`config.mk`:
```
export PLATFORM = sky130hd
export DESIGN_NAME = spi_reg_ctrl
export DESIGN_NICKNAME = d
export VERILOG_FILES = /design/src/rtl/spi_reg_ctrl.sv
export SDC_FILE = /design/constraint.sdc
export NUM_CORES = 1
export LEC_CHECK = 0
export ABC_CLOCK_PERIOD_IN_PS = 3400
export BUFFER_PORTS_ARGS = -buffer_cell sky130_fd_sc_hd__buf_2
export CAP_MARGIN = 20
export CORE_MARGIN = 2
export CORE_UTILIZATION = 40
export DETAILED_ROUTE_END_ITERATION = 16
export GPL_TIMING_DRIVEN = 0
export PLACE_DENSITY = 0.69
export SYNTH_ARGS = -nofsm -noshare
export SYNTH_HDL_FRONTEND = slang
export SYNTH_SLANG_ARGS = --single-unit
```
`constraint.sdc`:
```
create_clock -name aclk -period 3.4 [get_ports aclk]
set_clock_uncertainty 0.2 [all_clocks]
set_input_delay 0.34 -clock aclk [delete_from_list [all_inputs] [get_ports aclk]]
set_output_delay 0.34 -clock aclk [all_outputs]
set_load 0.01 [all_outputs]
```
`src/rtl/spi_reg_ctrl.sv`:
```
// SPI register-access controller: parses RX bytes into cmd/addr/data, drives a register bus
// and queues one TX byte per RX byte. Define SPI_REG_CTRL_AUTOINC_EN for burst auto-increment.
module spi_reg_ctrl #(
    parameter int RD_LATENCY = 1,
    parameter int TIMEOUT    = 1024
) (
    input  logic       aclk,
    input  logic       areset,
    input  logic [7:0] s_axis_tdata,
    input  logic       s_axis_tvalid,
    output logic       s_axis_tready,
    output logic [7:0] m_axis_tdata,
    output logic       m_axis_tvalid,
    input  logic       m_axis_tready,
    output logic       reg_wr_en,
    output logic [6:0] reg_wr_addr,
    output logic [7:0] reg_wr_data,
    output logic       reg_rd_en,
    output logic [6:0] reg_rd_addr,
    input  logic [7:0] reg_rd_data,
    output logic       stat_timeout
);
    localparam int TO_W  = $clog2(TIMEOUT + 1);
    localparam int LAT_W = 3;

    typedef enum logic [2:0] {
        S_CMD, S_RD_WAIT, S_TX, S_RD_NEXT, S_WR_DATA
    } state_t;

    state_t          r_state, w_state_next;
    logic [6:0]      r_addr, w_addr_next;
    logic            r_ret_rd, w_ret_rd_next;
    logic            r_wr_done, w_wr_done_next;
    logic [7:0]      r_tx_data, w_tx_data_next;
    logic [TO_W-1:0] r_to_cnt;
    logic [LAT_W-1:0] r_lat_cnt;
    logic            r_s_tready, r_m_tvalid;
    logic            r_wr_en, r_rd_en, r_stat_timeout;
    logic [6:0]      r_wr_addr, r_rd_addr;
    logic [7:0]      r_wr_data;
    logic            w_rx_hs, w_tx_hs, w_rd_stb, w_wr_stb, w_timeout;
    logic [6:0]      w_stb_addr;

    assign w_rx_hs = s_axis_tvalid & r_s_tready;
    assign w_tx_hs = r_m_tvalid & m_axis_tready;

    always_comb begin
        w_state_next   = r_state;
        w_addr_next    = r_addr;
        w_ret_rd_next  = r_ret_rd;
        w_wr_done_next = r_wr_done;
        w_tx_data_next = r_tx_data;
        w_stb_addr     = r_addr;
        w_rd_stb       = 1'b0;
        w_wr_stb       = 1'b0;
        w_timeout      = 1'b0;
        case (r_state)
            S_CMD: begin
                if (w_rx_hs) begin
                    w_addr_next    = s_axis_tdata[6:0];
                    w_stb_addr     = s_axis_tdata[6:0];
                    w_wr_done_next = 1'b0;
                    if (s_axis_tdata[7]) begin
                        w_rd_stb     = 1'b1;
                        w_state_next = S_RD_WAIT;
                    end else begin
                        w_tx_data_next = 8'h00;
                        w_ret_rd_next  = 1'b0;
                        w_state_next   = S_TX;
                    end
                end
            end
            S_RD_WAIT: begin
                if (r_lat_cnt == LAT_W'(RD_LATENCY)) begin
                    w_tx_data_next = reg_rd_data;
                    w_ret_rd_next  = 1'b1;
                    w_state_next   = S_TX;
                end
            end
            S_TX: begin
                if (w_tx_hs)
                    w_state_next = r_ret_rd ? S_RD_NEXT : S_WR_DATA;
            end
            S_RD_NEXT: begin
                if (w_rx_hs) begin
`ifdef SPI_REG_CTRL_AUTOINC_EN
                    w_addr_next  = r_addr + 7'd1;
                    w_stb_addr   = r_addr + 7'd1;
                    w_rd_stb     = 1'b1;
                    w_state_next = S_RD_WAIT;
`else
                    w_tx_data_next = 8'h00;
                    w_state_next   = S_TX;
`endif
                end
            end
            S_WR_DATA: begin
                if (w_rx_hs) begin
                    w_tx_data_next = 8'h00;
                    w_state_next   = S_TX;
`ifdef SPI_REG_CTRL_AUTOINC_EN
                    w_wr_stb       = 1'b1;
                    w_addr_next    = r_addr + 7'd1;
`else
                    w_wr_stb       = ~r_wr_done;
                    w_wr_done_next = 1'b1;
`endif
                end
            end
            default: w_state_next = S_CMD;
        endcase
        // A handshake in the expiring cycle keeps the frame alive.
        if (r_state != S_CMD && !w_rx_hs && !w_tx_hs && r_to_cnt == TO_W'(TIMEOUT - 1)) begin
            w_timeout    = 1'b1;
            w_state_next = S_CMD;
        end
    end

    always_ff @(posedge aclk) begin
        if (areset) begin
            r_state        <= S_CMD;
            r_addr         <= 7'd0;
            r_ret_rd       <= 1'b0;
            r_wr_done      <= 1'b0;
            r_tx_data      <= 8'h00;
            r_to_cnt       <= '0;
            r_lat_cnt      <= '0;
            r_s_tready     <= 1'b0;
            r_m_tvalid     <= 1'b0;
            r_wr_en        <= 1'b0;
            r_rd_en        <= 1'b0;
            r_stat_timeout <= 1'b0;
            r_wr_addr      <= 7'd0;
            r_rd_addr      <= 7'd0;
            r_wr_data      <= 8'h00;
        end else begin
            r_state        <= w_state_next;
            r_addr         <= w_addr_next;
            r_ret_rd       <= w_ret_rd_next;
            r_wr_done      <= w_wr_done_next;
            r_tx_data      <= w_tx_data_next;
            r_stat_timeout <= w_timeout;
            r_rd_en        <= w_rd_stb;
            r_wr_en        <= w_wr_stb;
            r_s_tready     <= (w_state_next == S_CMD) || (w_state_next == S_RD_NEXT) ||
                              (w_state_next == S_WR_DATA);
            r_m_tvalid     <= (w_state_next == S_TX);
            if (w_rx_hs || w_tx_hs || w_state_next == S_CMD)
                r_to_cnt <= '0;
            else
                r_to_cnt <= r_to_cnt + TO_W'(1);
            if (r_state == S_RD_WAIT && w_state_next == S_RD_WAIT)
                r_lat_cnt <= r_lat_cnt + LAT_W'(1);
            else
                r_lat_cnt <= '0;
            if (w_rd_stb)
                r_rd_addr <= w_stb_addr;
            if (w_wr_stb) begin
                r_wr_addr <= w_stb_addr;
                r_wr_data <= s_axis_tdata;
            end
        end
    end

    assign s_axis_tready = r_s_tready;
    assign m_axis_tdata  = r_tx_data;
    assign m_axis_tvalid = r_m_tvalid;
    assign reg_wr_en     = r_wr_en;
    assign reg_wr_addr   = r_wr_addr;
    assign reg_wr_data   = r_wr_data;
    assign reg_rd_en     = r_rd_en;
    assign reg_rd_addr   = r_rd_addr;
    assign stat_timeout  = r_stat_timeout;

endmodule

```
# Yosys cells after proc, flatten, opt, wreduce, memory -nomap -nowiden
# Index checks and enable logic that the tools add are counted.
[word_totals]
ff_bits = 61
in_bits = 20
[classes]
add_sub_neg = 2
eq_ne = 15
mux = 28
n_bitwise = 4
reduce_logical = 22
[op_table]
columns = ["cell", "n"]
rows = [
  ["$mux 8", 4],
  ["$pmux 8 s3", 1],
  ["$mux 3", 6],
  ["$mux 7", 2],
  ["$eq 3x2->1 const B", 4],
  ["$pmux 3 s4", 1],
  ["$add 11x1->11 const B", 1],
  ["$eq 11x10->1 const B", 1],
  ["$mux 1", 11],
  ["$eq 3x1->1 const B", 3],
  ["$ne 2x2->1 const B", 4],
  ["$eq 3x3->1 const B", 2],
  ["$logic_not 3->1", 2],
  ["$reduce_bool 3->1", 2],
  ["$reduce_or 2->1", 3],
  ["$reduce_and 5->1", 1],
  ["$logic_and 1x1->1", 4],
  ["$logic_or 1x1->1", 4],
  ["$pmux 1 s2", 2],
  ["$reduce_and 4->1", 1],
  ["$reduce_bool 2->1", 2],
  ["$add 3x1->3 const B", 1],
  ["$reduce_and 3->1", 1],
  ["$and 1x1->1", 2],
  ["other kinds (4)", 6],
]

# Depth between registers and ports, before layout
# Gate-level depths: netlist (run 1).
[depth]
ltp_word = 10
depth_mapped = 7

# Worst setup path before layout (run 1)
# Ideal clock, no wire load.
[synth_path]
kind = "reg2reg"
from = "register r_to_cnt[0]"
to = "register r_state[0]"
setup_time_ns = 0.088
arrival_ns = 1.485
slack_ns = 1.627
path_stages_with_launch = 7
path_buffers = 1
synth_period_minus_slack_ns = 1.773
path_cell_list = "dfxtp_1 ha_1 nand3_1 nor4_2 maj3_4 buf_6 a311oi_2"
[synth_between]
elab_chain_len = 3
[synth_lines]
columns = ["item", "line_no", "rtl"]
rows = [
  ["start: declaration", "35", "logic [TO_W-1:0] r_to_cnt;"],
  ["start signal: assignment", "151", "r_to_cnt <= r_to_cnt + TO_W'(1);"],
  ["$eq 11x10->1", "113", "if (r_state != S_CMD && !w_rx_hs && !w_tx_hs && r_to_cnt == TO_W'(TIMEOUT - 1)) begin"],
  ["$logic_and 1x1->1", "113", ""],
  ["$mux 3", "113", ""],
  ["end signal: assignment", "137", "r_state <= w_state_next;"],
  ["end: declaration", "30", "state_t r_state, w_state_next;"],
]
# Every way passes these cells.
# A chain may end at the register's enable or synchronous reset.

# Final worst setup path (run 1)
[layout_path]
from = "register r_lat_cnt[1]"
to = "register r_tx_data[0] (netlist: m_axis_tdata[0])"
[layout_between]
elab_chain_len = 3
[layout_lines]
columns = ["item", "line_no", "rtl"]
rows = [
  ["start: declaration", "36", "logic [LAT_W-1:0] r_lat_cnt;"],
  ["start signal: assignment", "153", "r_lat_cnt <= r_lat_cnt + LAT_W'(1);"],
  ["$eq 3x1->1", "74", "if (r_lat_cnt == LAT_W'(RD_LATENCY)) begin"],
  ["$ne 2x2->1 (no line)", "--", ""],
  ["$reduce_and 5->1 (no line)", "--", ""],
  ["end signal: assignment", "141", "r_tx_data <= w_tx_data_next;"],
  ["end: declaration", "34", "logic [7:0] r_tx_data, w_tx_data_next;"],
]
# Every way passes these cells.

==> Implementation_results.wiki, run 1 <==
{| class="wikitable"
! Metric !! Value
|-
| Result of the run || finished, final reports clean
|-
| Sum of routed wire segments on met1 || around 2700 um
|-
| Largest net degree at the start of global routing || 12
|-
| Vias in the first global route || slightly above 2000
|-
| Proportion of synthesized area in mux cells || about 5.5%
|-
| Placement Rows || 29
|-
| IO Count || 55
|-
| Combinational cell fraction of total power || 8.6%
|-
| Dominant combinational cell family by area after synthesis || simple AND/OR/NAND/NOR gates
|-
| DRC violation count after routing || 0
|-
| Top layer used by detailed routing || met4
|-
| Buffers added on ports || 54
|-
| # diodes || 0
|-
| Switching power total || between 0.0003 and 0.0004 W
|-
| Setup-violating endpoint count in the final report || 0
|-
| Routability congestion estimate || 0.8013
|-
| Portion of the post-synthesis area used by sequential elements || between 40% and 50%
|-
| Required time of the worst setup path || 3.46 ns
|-
| Estimated wirelength of the detail-placed design || 4094 um
|-
| Startpoint type of the worst setup path || register
|-
| Initial antenna violation count || 0
|-
| Vias || between 2000 and 2500
|-
| Average vias per placed instance || about 5.3
|-
| Cell count of the worst hold path || 3
|-
| Number of hold buffers added after cts || 0
|-
| Placed cell area || 2917 sq um
|-
| Syn Inst Count || roughly 270
|-
| Post-synthesis simple-gate area fraction || between 20% and 30%
|-
| Root buffer cell || clkbuf_8
|-
| Clock power frac || between 40% and 50%
|-
| Leakage || between 1 and 1.5 nW
|-
| Register share of total power || approximately 47%
|-
| Share of post-route cells with drive strength above 1 || a little over a quarter
|-
| Worst Hold Margin || ~0.055 ns
|-
| Post-Synthesis Cell Area || about 2500 sq um
|-
| Cells resized by post-CTS repair || 0
|-
| Width of the chip || ~84 um
|-
| Wire length of the first global-routing pass || ~10000 um
|-
| Total wire length || between 5000 and 6000 um
|-
| Number of distinct standard cells referenced by the synthesized netlist || 49
|-
| Cell types with the largest area share after synthesis || dfxtp_1, mux2i_1, nor2_1
|-
| Power per cell area || between 500 and 600 nW/um^2
|-
| Average cell area after synthesis || approximately 9.5 sq um
|-
| Clock buffers created by TritonCTS || 9
|-
| Setup Crit Path Kind || register to register
|-
| Most common flop cell mapped by yosys || dfxtp_1
|-
| GRT Residual Overflow || 0
|-
| Maximum root-to-sink buffer count || 2
|-
| Compound-Gate Fraction of Synth Area || about an eighth
|-
| Global Route Usage Sum || between 10% and 20%
|-
| Hold violation total from the final report || 0
|-
| Final core utilization || between 50% and 60%
|-
| Number of slew-limit violations in the final report || 0
|-
| Worst hold path type || primary input to register
|-
| Adder and majority gate portion of the synthesized area || slightly above 2%
|-
| Area enclosed by the die boundary || about 7000 sq um
|-
| Cell taking the most area after synthesis || dfxtp_1
|-
| Final-stage net count || 357
|-
| Tightest slew margin relative to the limit || 56.24%
|-
| Final critical delay including setup and external delays || 2.066 ns
|-
| Max IR drop VDD || 0.3248 mV
|-
| Detail Route met3 WL || approximately 350 um
|-
| Standard cell core area || 6241 sq um
|-
| Final standard cell area without fillers || approximately 3100 sq um
|-
| Maximum level of the CTS H-tree || 3
|-
| ANT nets after route || 0
|-
| Nets in the synthesized netlist || approximately 290
|-
| Wire length per cell || ~14 um
|-
| Xor and xnor fraction of the mapped netlist area || 3.435%
|-
| Drt first-iter violations || ~120
|-
| Peak clock frequency supported by timing || between 400 and 500 MHz
|-
| Final cycle utilization of the critical path || approximately three fifths
|-
| Worst Reg-to-Reg Cells || 7
|-
| Clock-pin transition on the worst setup and hold timing paths || 0.07 ns
|-
| Number of synthesis warnings || 0
|-
| Cell-internal power || around 0.0012 W
|-
| TritonCTS clock tree || done
|-
| Switching portion of total power || 24.37%
|-
| Element type at the critical path end || register
|-
| Count of flip-flops with a built-in enable after synthesis || 0
|-
| First drt pass iteration count || 5
|-
| Maximum fanout along the worst path || 10
|-
| Setup repair after global routing missed its margin || false
|-
| Clock network latency to the later pin of the worst-skew pair || between 0.3 and 0.4 ns
|-
| Data arrival time of the critical path || between 2 and 2.5 ns
|-
| Clock net sink count || just over 60
|-
| Number of synthesized register bits || around 60
|-
| Setup fix buffers added after clock tree synthesis || 0
|-
| Die height || 83.84 um
|-
| Synth top area share || 47.89%
|-
| Post-synthesis async set-or-reset flop share || 0%
|-
| Relative area change from synthesis to final layout || 22.87%
|-
| Transition time of the tightest slew-check pin || about 0.65 ns
|-
| Starting utilization of the core area || 40.86%
|-
| Max cap viols || 0
|-
| Met2 wire length || around 2800 um
|-
| Aggregate negative setup slack || 0 ns
|}
[stage by stage]
step,worst slack [ns],total power (W),cells
3_5_place_dp,1.354,0.0008920,400
6_report,1.334,0.001586,416
4_1_cts,1.351,0.001597,416
5_1_grt,1.146,0.001645,416
2_1_floorplan,1.627,0.0008460,269
3_3_place_gp,1.424,0.0008898,400
[cell usage after synthesis (2+ instances only)]
cell type	instances
nand2_1	26
nor2_1	33
buf_6	2
a21oi_1	19
xnor2_1	9
ha_1	3
clkbuf_1	8
o21ai_0	8
a211oi_1	6
nand3b_1	2
mux2i_1	14
dfxtp_1	61
nor4b_1	6
nand3_1	7
buf_4	4
nor2b_1	3
nand2b_1	3
inv_1	6
a211oi_2	2
nand4_1	8
buf_2	2
nor3_1	10
[registers in the layout, indices dropped and copies added (netlist names), 3 cells and up]
register      flops
r_state           3
m_axis_tdata      8
reg_wr_data       8
reg_rd_addr       7
r_addr            7
reg_wr_addr       7
r_lat_cnt         3
r_to_cnt         11
[final cells by class]
type / instances / area, sq um
Fill cell: 605 / 3108
Sequential cell: 61 / 1221
Multi-Input combinational cell: 186 / 1214
Timing Repair Buffer: 54 / 270.3
Clock buffer: 11 / 131.4
Tap cell: 77 / 96.34
Buffer: 16 / 92.59
Clock inverter: 5 / 85.08
Inverter: 6 / 22.52
[critical path, stage by stage, from the launching register on]
cell and delay [ns]:
dfxtp_1 0.33, inv_1 0.05, ha_1 0.18, nor2b_1 0.15, clkbuf_1 0.25, nor3_2 0.47, o21ai_0 0.19, a21oi_1 0.16
[routing by layer]
metal  vias up  GRT usage (%)
met2        61          27.85
met1      1040          23.15
met4         0          5.279
met3         8          7.221
met5         -              0
li1       1077              -
[cell families (layout without fill, tap and decap cells)]
logic type	count (synthesis)	in the layout
buffers and inverters	22	92
muxes	14	14
adders and majority gates	4	4
and+or+nand+nor	112	112
DFF	61	61
AOI/OAI and AO/OA	46	46
xor gates and xnor gates	10	10
[worst paths after layout]
path,slack (ns),from,endpoint
setup reg to reg,1.33,r_lat_cnt[1]$_SDFF_PP0_,m_axis_tdata[0]$_SDFFE_PP0P_
hold / removal,0.05,reg_rd_data[6],m_axis_tdata[6]$_SDFFE_PP0P_
hold reg to reg,0.26,reg_wr_data[2]$_SDFFE_PP0P_,reg_wr_data[2]$_SDFFE_PP0P_
setup / recovery,1.33,r_lat_cnt[1]$_SDFF_PP0_,m_axis_tdata[0]$_SDFFE_PP0P_
[cell usage in the layout (no fill, tap or decap), drive strengths merged, types with 2 or more instances in the layout]
master and n:
buf 62, dfxtp 61, nor2 34, nand2 26, a21oi 19, clkbuf 19, mux2i 14, nor3 12
xnor2 9, o21ai 8, nand4 8, a211oi 8, nand3 7, nor4b 7, inv 6, nor2b 3
nand2b 3, ha 3, nand3b 2, clkinv 2, bufinv 2, nor3b 2, o2bb2ai 2, nor4 2
[power groups by stage]
stage | registers, W | logic, W | clock network, W
4_1_cts | 0.000740 | 0.000137 | 0.000720
2_1_floorplan | 0.000757 | 0.0000888 | 0
6_report | 0.000740 | 0.000137 | 0.000709
3_3_place_gp | 0.000756 | 0.000134 | 0
5_1_grt | 0.000743 | 0.000150 | 0.000753
3_5_place_dp | 0.000756 | 0.000136 | 0
No activity file was read; power rests on OpenSTA's default activity.
==> run 2, diff against run 1 <==
--- a/config.mk
+++ b/config.mk
@@ -5,7 +5,7 @@
 export SDC_FILE = /design/constraint.sdc
 export NUM_CORES = 1
 export LEC_CHECK = 0
-export ABC_CLOCK_PERIOD_IN_PS = 3400
+export ABC_CLOCK_PERIOD_IN_PS = 2100
 export BUFFER_PORTS_ARGS = -buffer_cell sky130_fd_sc_hd__buf_2
 export CAP_MARGIN = 20
 export CORE_MARGIN = 2
==> constraint.sdc (replaced) <==
create_clock -name aclk -period 2.1 [get_ports aclk]
set_clock_uncertainty 0.2 [all_clocks]
set_input_delay 0.21 -clock aclk [delete_from_list [all_inputs] [get_ports aclk]]
set_output_delay 0.21 -clock aclk [all_outputs]
set_load 0.01 [all_outputs]
==> Implementation_results.wiki, run 2 (same netlist as run 1, synthesis figures left out) <==
{| class="wikitable"
! Metric !! Value
|-
| Result of the run || finished, final reports clean (unchanged)
|-
| Startpoint of the worst-slack reg-to-reg timing path || r_state[0]$_SDFF_PP0_ (was r_lat_cnt[1]$_SDFF_PP0_)
|-
| Root buffer cell || clkbuf_8 (unchanged)
|-
| Width of the chip || 83.84 um (unchanged)
|-
| Total wire length || 6317 um (was 5942 um)
|-
| Clock network latency to the later pin of the worst-skew pair || 0.34 ns (about the same)
|-
| Aggregate negative setup slack || 0 ns (unchanged)
|-
| Max IR drop VDD || 0.5307 mV (was 0.3248 mV)
|-
| Final-stage net count || 373 (was 357)
|-
| First drt pass iteration count || 4 (was 5)
|-
| Number of slew-limit violations in the final report || 0 (unchanged)
|-
| Max cap viols || 0 (unchanged)
|-
| ANT nets after route || 0 (unchanged)
|-
| Endpoint, Worst Hold || s_axis_tready$_SDFF_PP0_ (was m_axis_tdata[6]$_SDFFE_PP0P_)
|-
| Setup Crit Path Kind || register to register (unchanged)
|-
| IO Count || 55 (unchanged)
|-
| Commonest cells after routing, fill and taps aside || dfxtp_1, buf_2, nor2_1 (unchanged)
|-
| Fin cells || 432 (was 416)
|-
| Clock buffers created by TritonCTS || 9 (unchanged)
|-
| Cell count of the worst hold path || 4 (was 3)
|-
| Number of flip-flops under the largest register name || 11 (unchanged)
|-
| Starting utilization of the core area || 40.86% (unchanged)
|-
| Vias || 2258 (was 2186)
|-
| Share of post-route cells with drive strength above 1 || 25.07% (was 26.25%)
|-
| Number of fill cells || 580 (was 605)
|-
| DRC violation count after routing || 0 (unchanged)
|-
| Tightest slew margin relative to the limit || 52.94% (was 56.24%)
|-
| Maximum root-to-sink buffer count || 2 (unchanged)
|-
| Worst setup timing slack at the placement stage || 0.05391 ns (was 1.354 ns)
|-
| Final standard cell area without fillers || 3299 sq um (was 3133 sq um)
|-
| Vias in the first global route || 2148 (was 2046)
|-
| Wire length of the first global-routing pass || 10470 um (was 10010 um)
|-
| Worst reg2reg setup slack || 0.13 ns (was 1.33 ns)
|-
| Buffers added on ports || 54 (unchanged)
|-
| Element type at the critical path end || register (unchanged)
|-
| Placed cell area || 2917 sq um (unchanged)
|-
| Maximum level of the CTS H-tree || 3 (unchanged)
|-
| Largest register by flop count || r_to_cnt (unchanged)
|-
| Maximum fanout along the worst path || 10 (unchanged)
|-
| Peak clock frequency supported by timing || 508.4 MHz (was 483.9 MHz)
|-
| Average vias per placed instance || 5.227 (was 5.255)
|-
| Power per cell area || 786.9 nW/um^2 (was 506.3 nW/um^2)
|-
| Required time of the worst setup path || 2.11 ns (was 3.46 ns)
|-
| Worst Reg-to-Reg Cells || 4 (was 7)
|-
| Clock net sink count || 61 (unchanged)
|-
| Final setup margin || 0.1330 ns (was 1.334 ns)
|-
| GRT Residual Overflow || 0 (unchanged)
|-
| Initial antenna violation count || 0 (unchanged)
|-
| Largest net degree at the start of global routing || 12 (unchanged)
|-
| Drt first-iter violations || 123 (was 122)
|-
| Area enclosed by the die boundary || 7029 sq um (unchanged)
|-
| Transition time of the tightest slew-check pin || 0.7028 ns (was 0.6535 ns)
|-
| Worst hold path type || primary input to register (unchanged)
|-
| Hold_sp || areset (was reg_rd_data[6])
|-
| Standard cell core area || 6241 sq um (unchanged)
|-
| Startpoint type of the worst setup path || register (unchanged)
|-
| TritonCTS clock tree || done (unchanged)
|-
| # diodes || 0 (unchanged)
|-
| Routability congestion estimate || 0.8013 (unchanged)
|-
| R2r endpoint || m_axis_tvalid$_SDFF_PP0_ (was m_axis_tdata[0]$_SDFFE_PP0P_)
|-
| Estimated wirelength of the detail-placed design || 4094 um (unchanged)
|-
| Data arrival time of the critical path || 1.98 ns (was 2.13 ns)
|-
| Placement Rows || 29 (unchanged)
|-
| Wire length per cell || 14.62 um (was 14.28 um)
|-
| Leakage || 1.304 nW (was 1.236 nW)
|-
| Final critical delay including setup and external delays || 1.967 ns (was 2.066 ns)
|-
| Placed Cells || 400 (unchanged)
|-
| Hold violation total from the final report || 0 (unchanged)
|-
| Relative area change from synthesis to final layout || 29.39% (was 22.87%)
|-
| Die height || 83.84 um (unchanged)
|-
| Global Route Usage Sum || 18.79% (was 17.98%)
|-
| Overall power consumption || 0.002596 W (was 0.001586 W)
|-
| Final cycle utilization of the critical path || 93.67% (was 60.78%)
|-
| Clock-pin transition on the worst setup and hold timing paths || 0.06 ns (was 0.07 ns)
|-
| Most common cell after layout, fill and taps aside || dfxtp_1 (unchanged)
|-
| Setup-violating endpoint count in the final report || 0 (unchanged)
|}
==> run 2: cell types whose count changed in the layout (fill, tap and decap cells not counted), sizes merged <==
cell,before,now
dlygate4sd3,0,16
==> run 2: through the flow <==
step | hold WS (ns) | utilization (%)
2_1_floorplan | 0.1460 | -
3_3_place_gp | 0.2351 | 46.73
3_5_place_dp | 0.2466 | 46.73
4_1_cts | 0.03472 | 52.77
5_1_grt | 0.05824 | 52.87
6_report | 0.04443 | 52.87
==> run 2: power breakdown <==
part / internal, W / switching, W
registers: 0.00118 / 0.0000172
clock network: 0.000673 / 0.000476
logic: 0.000109 / 0.000141
==> run 2: critical path, stage by stage (launching register included) <==
cell and delay, ns:
dfxtp_1 0.46, nor3b_2 0.64, nand2b_1 0.22, o2111a_1 0.18, nor3b_1 0.14
==> run 2: layout make-up <==
type	count	area [sq um]	area share [%]
clock inverters	5	85.08	2.579
inverters	6	22.52	0.6826
well taps	77	96.34	2.920
clock buffers	11	131.4	3.982
repair buffers	70	430.4	13.05
flip-flops and latches	61	1221	37.01
plain buffers	16	92.59	2.806
multi-input cells	186	1220	36.97
==> run 2: worst max path at each step <==
stage / start / to / slack, ns / cells after the start
floorplan: r_to_cnt[0]$_SDFF_PP0_ / r_state[0]$_SDFF_PP0_ / 0.33 / 6
global placement: r_lat_cnt[1]$_SDFF_PP0_ / r_lat_cnt[2]$_SDFF_PP0_ / 0.12 / 7
detailed placement: r_lat_cnt[1]$_SDFF_PP0_ / r_lat_cnt[2]$_SDFF_PP0_ / 0.05 / 7
CTS: r_lat_cnt[1]$_SDFF_PP0_ / r_lat_cnt[2]$_SDFF_PP0_ / 0.05 / 7
global route: r_lat_cnt[0]$_SDFF_PP0_ / m_axis_tdata[4]$_SDFFE_PP0P_ / -0.002 / 6
finish: r_state[0]$_SDFF_PP0_ / m_axis_tvalid$_SDFF_PP0_ / 0.13 / 4
==> run 2: timing repair <==
item                                    4_1_cts  5_1_grt
setup buffers                                 0        0
endpoints found under the hold margin        30        0
resized for setup                             0        1
hold buffers                                 16        0
endpoints found under the setup margin        0       11
==> run 2: per-layer routing <==
layer  track usage, %  up-vias  routed length (um)  share of wire [%]
li1                 -     1108                   -                  -
met1            23.53     1069                2805                 44
met2            29.24       68                3025                 48
met3            7.715       13                 366                5.8
met4            6.598        0                 120                1.9
met5                0        -                   0                  0
==> run 3, diff against run 2 <==
--- a/config.mk
+++ b/config.mk
@@ -5,7 +5,7 @@
 export SDC_FILE = /design/constraint.sdc
 export NUM_CORES = 1
 export LEC_CHECK = 0
-export ABC_CLOCK_PERIOD_IN_PS = 2100
+export ABC_CLOCK_PERIOD_IN_PS = 2400
 export BUFFER_PORTS_ARGS = -buffer_cell sky130_fd_sc_hd__buf_2
 export CAP_MARGIN = 20
 export CORE_MARGIN = 2
==> constraint.sdc (replaced) <==
create_clock -name aclk -period 2.4 [get_ports aclk]
set_clock_uncertainty 0.2 [all_clocks]
set_input_delay 0.24 -clock aclk [delete_from_list [all_inputs] [get_ports aclk]]
set_output_delay 0.24 -clock aclk [all_outputs]
set_load 0.01 [all_outputs]
==> Implementation_results.wiki, run 3 (same netlist as run 1, synthesis figures left out) <==
{| class="wikitable"
! Metric !! Value
|-
| Area enclosed by the die boundary || 7029 sq um (unchanged)
|-
| # diodes || 0 (unchanged)
|-
| Estimated wirelength of the detail-placed design || 4094 um (unchanged)
|-
| Placement Rows || 29 (unchanged)
|-
| Hold violation total from the final report || 0 (unchanged)
|-
| Width of the chip || 83.84 um (unchanged)
|-
| Setup-violating endpoint count in the final report || 0 (unchanged)
|-
| Power per cell area || 688.8 nW/um^2 (was 786.9 nW/um^2)
|-
| Setup repair after global routing missed its margin || false
|-
| Slowest cell on crit path || nor3_2 (was nor3b_2)
|-
| Wire length per cell || 14.45 um (was 14.62 um)
|-
| Global Route Usage Sum || 18.79% (unchanged)
|-
| Transition time of the tightest slew-check pin || 0.6606 ns (was 0.7028 ns)
|-
| Final-stage net count || 373 (unchanged)
|-
| ANT nets after route || 0 (unchanged)
|-
| Most common cell after layout, fill and taps aside || dfxtp_1 (unchanged)
|-
| Max cap viols || 0 (unchanged)
|-
| Commonest cells after routing, fill and taps aside || dfxtp_1, buf_2, nor2_1 (unchanged)
|-
| GRT Residual Overflow || 0 (unchanged)
|-
| Delay of the slowest cell on the worst path || 0.48 ns (was 0.64 ns)
|-
| Launch point of the critical path || r_lat_cnt[1]$_SDFF_PP0_ (was r_state[0]$_SDFF_PP0_)
|-
| Number of fill cells || 581 (was 580)
|-
| Root buffer cell || clkbuf_8 (unchanged)
|-
| DRC violation count after routing || 0 (unchanged)
|-
| Clock network latency to the later pin of the worst-skew pair || 0.34 ns (about the same)
|-
| Clock buffers created by TritonCTS || 9 (unchanged)
|-
| Startpoint type of the worst setup path || register (unchanged)
|-
| Largest register by flop count || r_to_cnt (unchanged)
|-
| Clock net sink count || 61 (unchanged)
|-
| Final cycle utilization of the critical path || 85.85% (was 93.67%)
|-
| Vias in the first global route || 2148 (unchanged)
|-
| Worst reg2reg setup slack || 0.34 ns (was 0.13 ns)
|-
| Element type at the critical path end || register (unchanged)
|-
| IO Count || 55 (unchanged)
|-
| Drt first-iter violations || 139 (was 123)
|-
| Relative area change from synthesis to final layout || 29.15% (was 29.39%)
|-
| Standard cell core area || 6241 sq um (unchanged)
|-
| Startpoint of the worst-slack reg-to-reg timing path || r_lat_cnt[1]$_SDFF_PP0_ (was r_state[0]$_SDFF_PP0_)
|-
| Hold_sp || areset (unchanged)
|-
| Setup fix buffers added after clock tree synthesis || 0 (unchanged)
|-
| TritonCTS clock tree || done (unchanged)
|-
| Tightest slew margin relative to the limit || 55.77% (was 52.94%)
|-
| Data arrival time of the critical path || 2.14 ns (was 1.98 ns)
|-
| Max IR drop VDD || 0.4658 mV (was 0.5307 mV)
|-
| Worst hold path type || primary input to register (unchanged)
|-
| Ordered list of cells on the worst path || inv_1, ha_1, nor2b_1, clkbuf_1, nor3_2, nand3_1, nor2_1 (was nor3b_2, nand2b_1, o2111a_1, nor3b_1)
|-
| Seq. cell area || 1221 sq um (unchanged)
|-
| Number of flip-flops under the largest register name || 11 (unchanged)
|-
| Routability congestion estimate || 0.8013 (unchanged)
|-
| First drt pass iteration count || 6 (was 4)
|-
| Largest net degree at the start of global routing || 12 (unchanged)
|-
| Wire length of the first global-routing pass || 10470 um (unchanged)
|-
| Peak clock frequency supported by timing || 485.3 MHz (was 508.4 MHz)
|-
| Number of slew-limit violations in the final report || 0 (unchanged)
|-
| Final core utilization || 52.77% (was 52.87%)
|-
| Total wire length || 6241 um (was 6317 um)
|-
| Required time of the worst setup path || 2.48 ns (was 2.11 ns)
|-
| Die height || 83.84 um (unchanged)
|-
| Area occupied by multi-input gates || 1214 sq um (was 1220 sq um)
|-
| Buffers added on ports || 54 (unchanged)
|-
| Clock-pin transition on the worst setup and hold timing paths || 0.07 ns (was 0.06 ns)
|-
| Average vias per placed instance || 5.255 (was 5.227)
|-
| Leakage || 1.303 nW (was 1.304 nW)
|-
| Final critical delay including setup and external delays || 2.060 ns (was 1.967 ns)
|-
| Setup Crit Path Kind || register to register (unchanged)
|-
| Maximum level of the CTS H-tree || 3 (unchanged)
|-
| Result of the run || finished, final reports clean (unchanged)
|-
| Family with the most delay on the worst path || simple AND/OR/NAND/NOR gates (unchanged)
|-
| Initial antenna violation count || 0 (unchanged)
|-
| Starting utilization of the core area || 40.86% (unchanged)
|-
| Buf+Inv Stages, Crit Path || 2 (was 0)
|-
| Aggregate negative setup slack || 0 ns (unchanged)
|-
| Vias || 2270 (was 2258)
|-
| Share of post-route cells with drive strength above 1 || 25.07% (unchanged)
|-
| Maximum fanout along the worst path || 10 (unchanged)
|-
| Maximum root-to-sink buffer count || 2 (unchanged)
|}
-- run 3: power by group --
| group | switching [W] | leakage [nW] | total, W | internal [W] |
|---|---|---|---|---|
| clock network | 0.000415 | 0.104 | 0.00100 | 0.000589 |
| registers | 0.0000153 | 0.493 | 0.00105 | 0.00103 |
| logic | 0.000122 | 0.707 | 0.000216 | 0.0000945 |
-- run 3: path summary, 6_finish.rpt --
path | to | cells after the start
worst max-delay path | r_lat_cnt[2]$_SDFF_PP0_ | 7
worst min-delay path | s_axis_tready$_SDFF_PP0_ | 4
worst max register to register | r_lat_cnt[2]$_SDFF_PP0_ | 7
worst min register to register | reg_wr_data[3]$_SDFFE_PP0P_ | 2
-- run 3: worst register-to-register path, delay by kind of cell, from the launching register on --
family                   cells  cell delay (ns)
AND/OR/NAND/NOR              4             0.99
flip-flops                   1             0.33
buffers and inverters        2             0.30
adder cells (fa/ha/maj)      1             0.18
-- run 3: what timing repair did --
item / in CTS / in global routing
hold buffers: 16 / 0
hold endpoints to repair: 25 / 0
resized for setup: 0 / 0
-- run 3: final cells by class --
class | count | area share, %
Sequential cell | 61 | 37.08
Clock inverter | 5 | 2.584
Timing Repair Buffer | 70 | 13.07
Clock buffer | 11 | 3.989
Inverter | 6 | 0.6839
Tap cell | 77 | 2.926
Buffer | 16 | 2.812
Multi-Input combinational cell | 186 | 36.85
-- run 3: metal layers --
layer	share of wire (%)	track usage, %	vias to the layer above
met1	45	23.53	1080
met3	5.5	7.715	13
met2	48	29.24	68
met4	1.8	6.598	0
met5	0	0	-
li1	-	-	1109
-- run 3: stage by stage --
stage / power [W] / cells / cell area (sq um) / hold WS [ns] / setup slack [ns]
5_1_grt: 0.002353 / 432 / 3293 / 0.08824 / 0.1597
3_3_place_gp: 0.001261 / 400 / 2917 / 0.2351 / 0.4236
4_1_cts: 0.002282 / 432 / 3293 / 0.06472 / 0.3514
2_1_floorplan: 0.001199 / 269 / 2550 / 0.1760 / 0.6269
6_report: 0.002268 / 432 / 3293 / 0.07729 / 0.3396
3_5_place_dp: 0.001264 / 400 / 2917 / 0.2466 / 0.3539
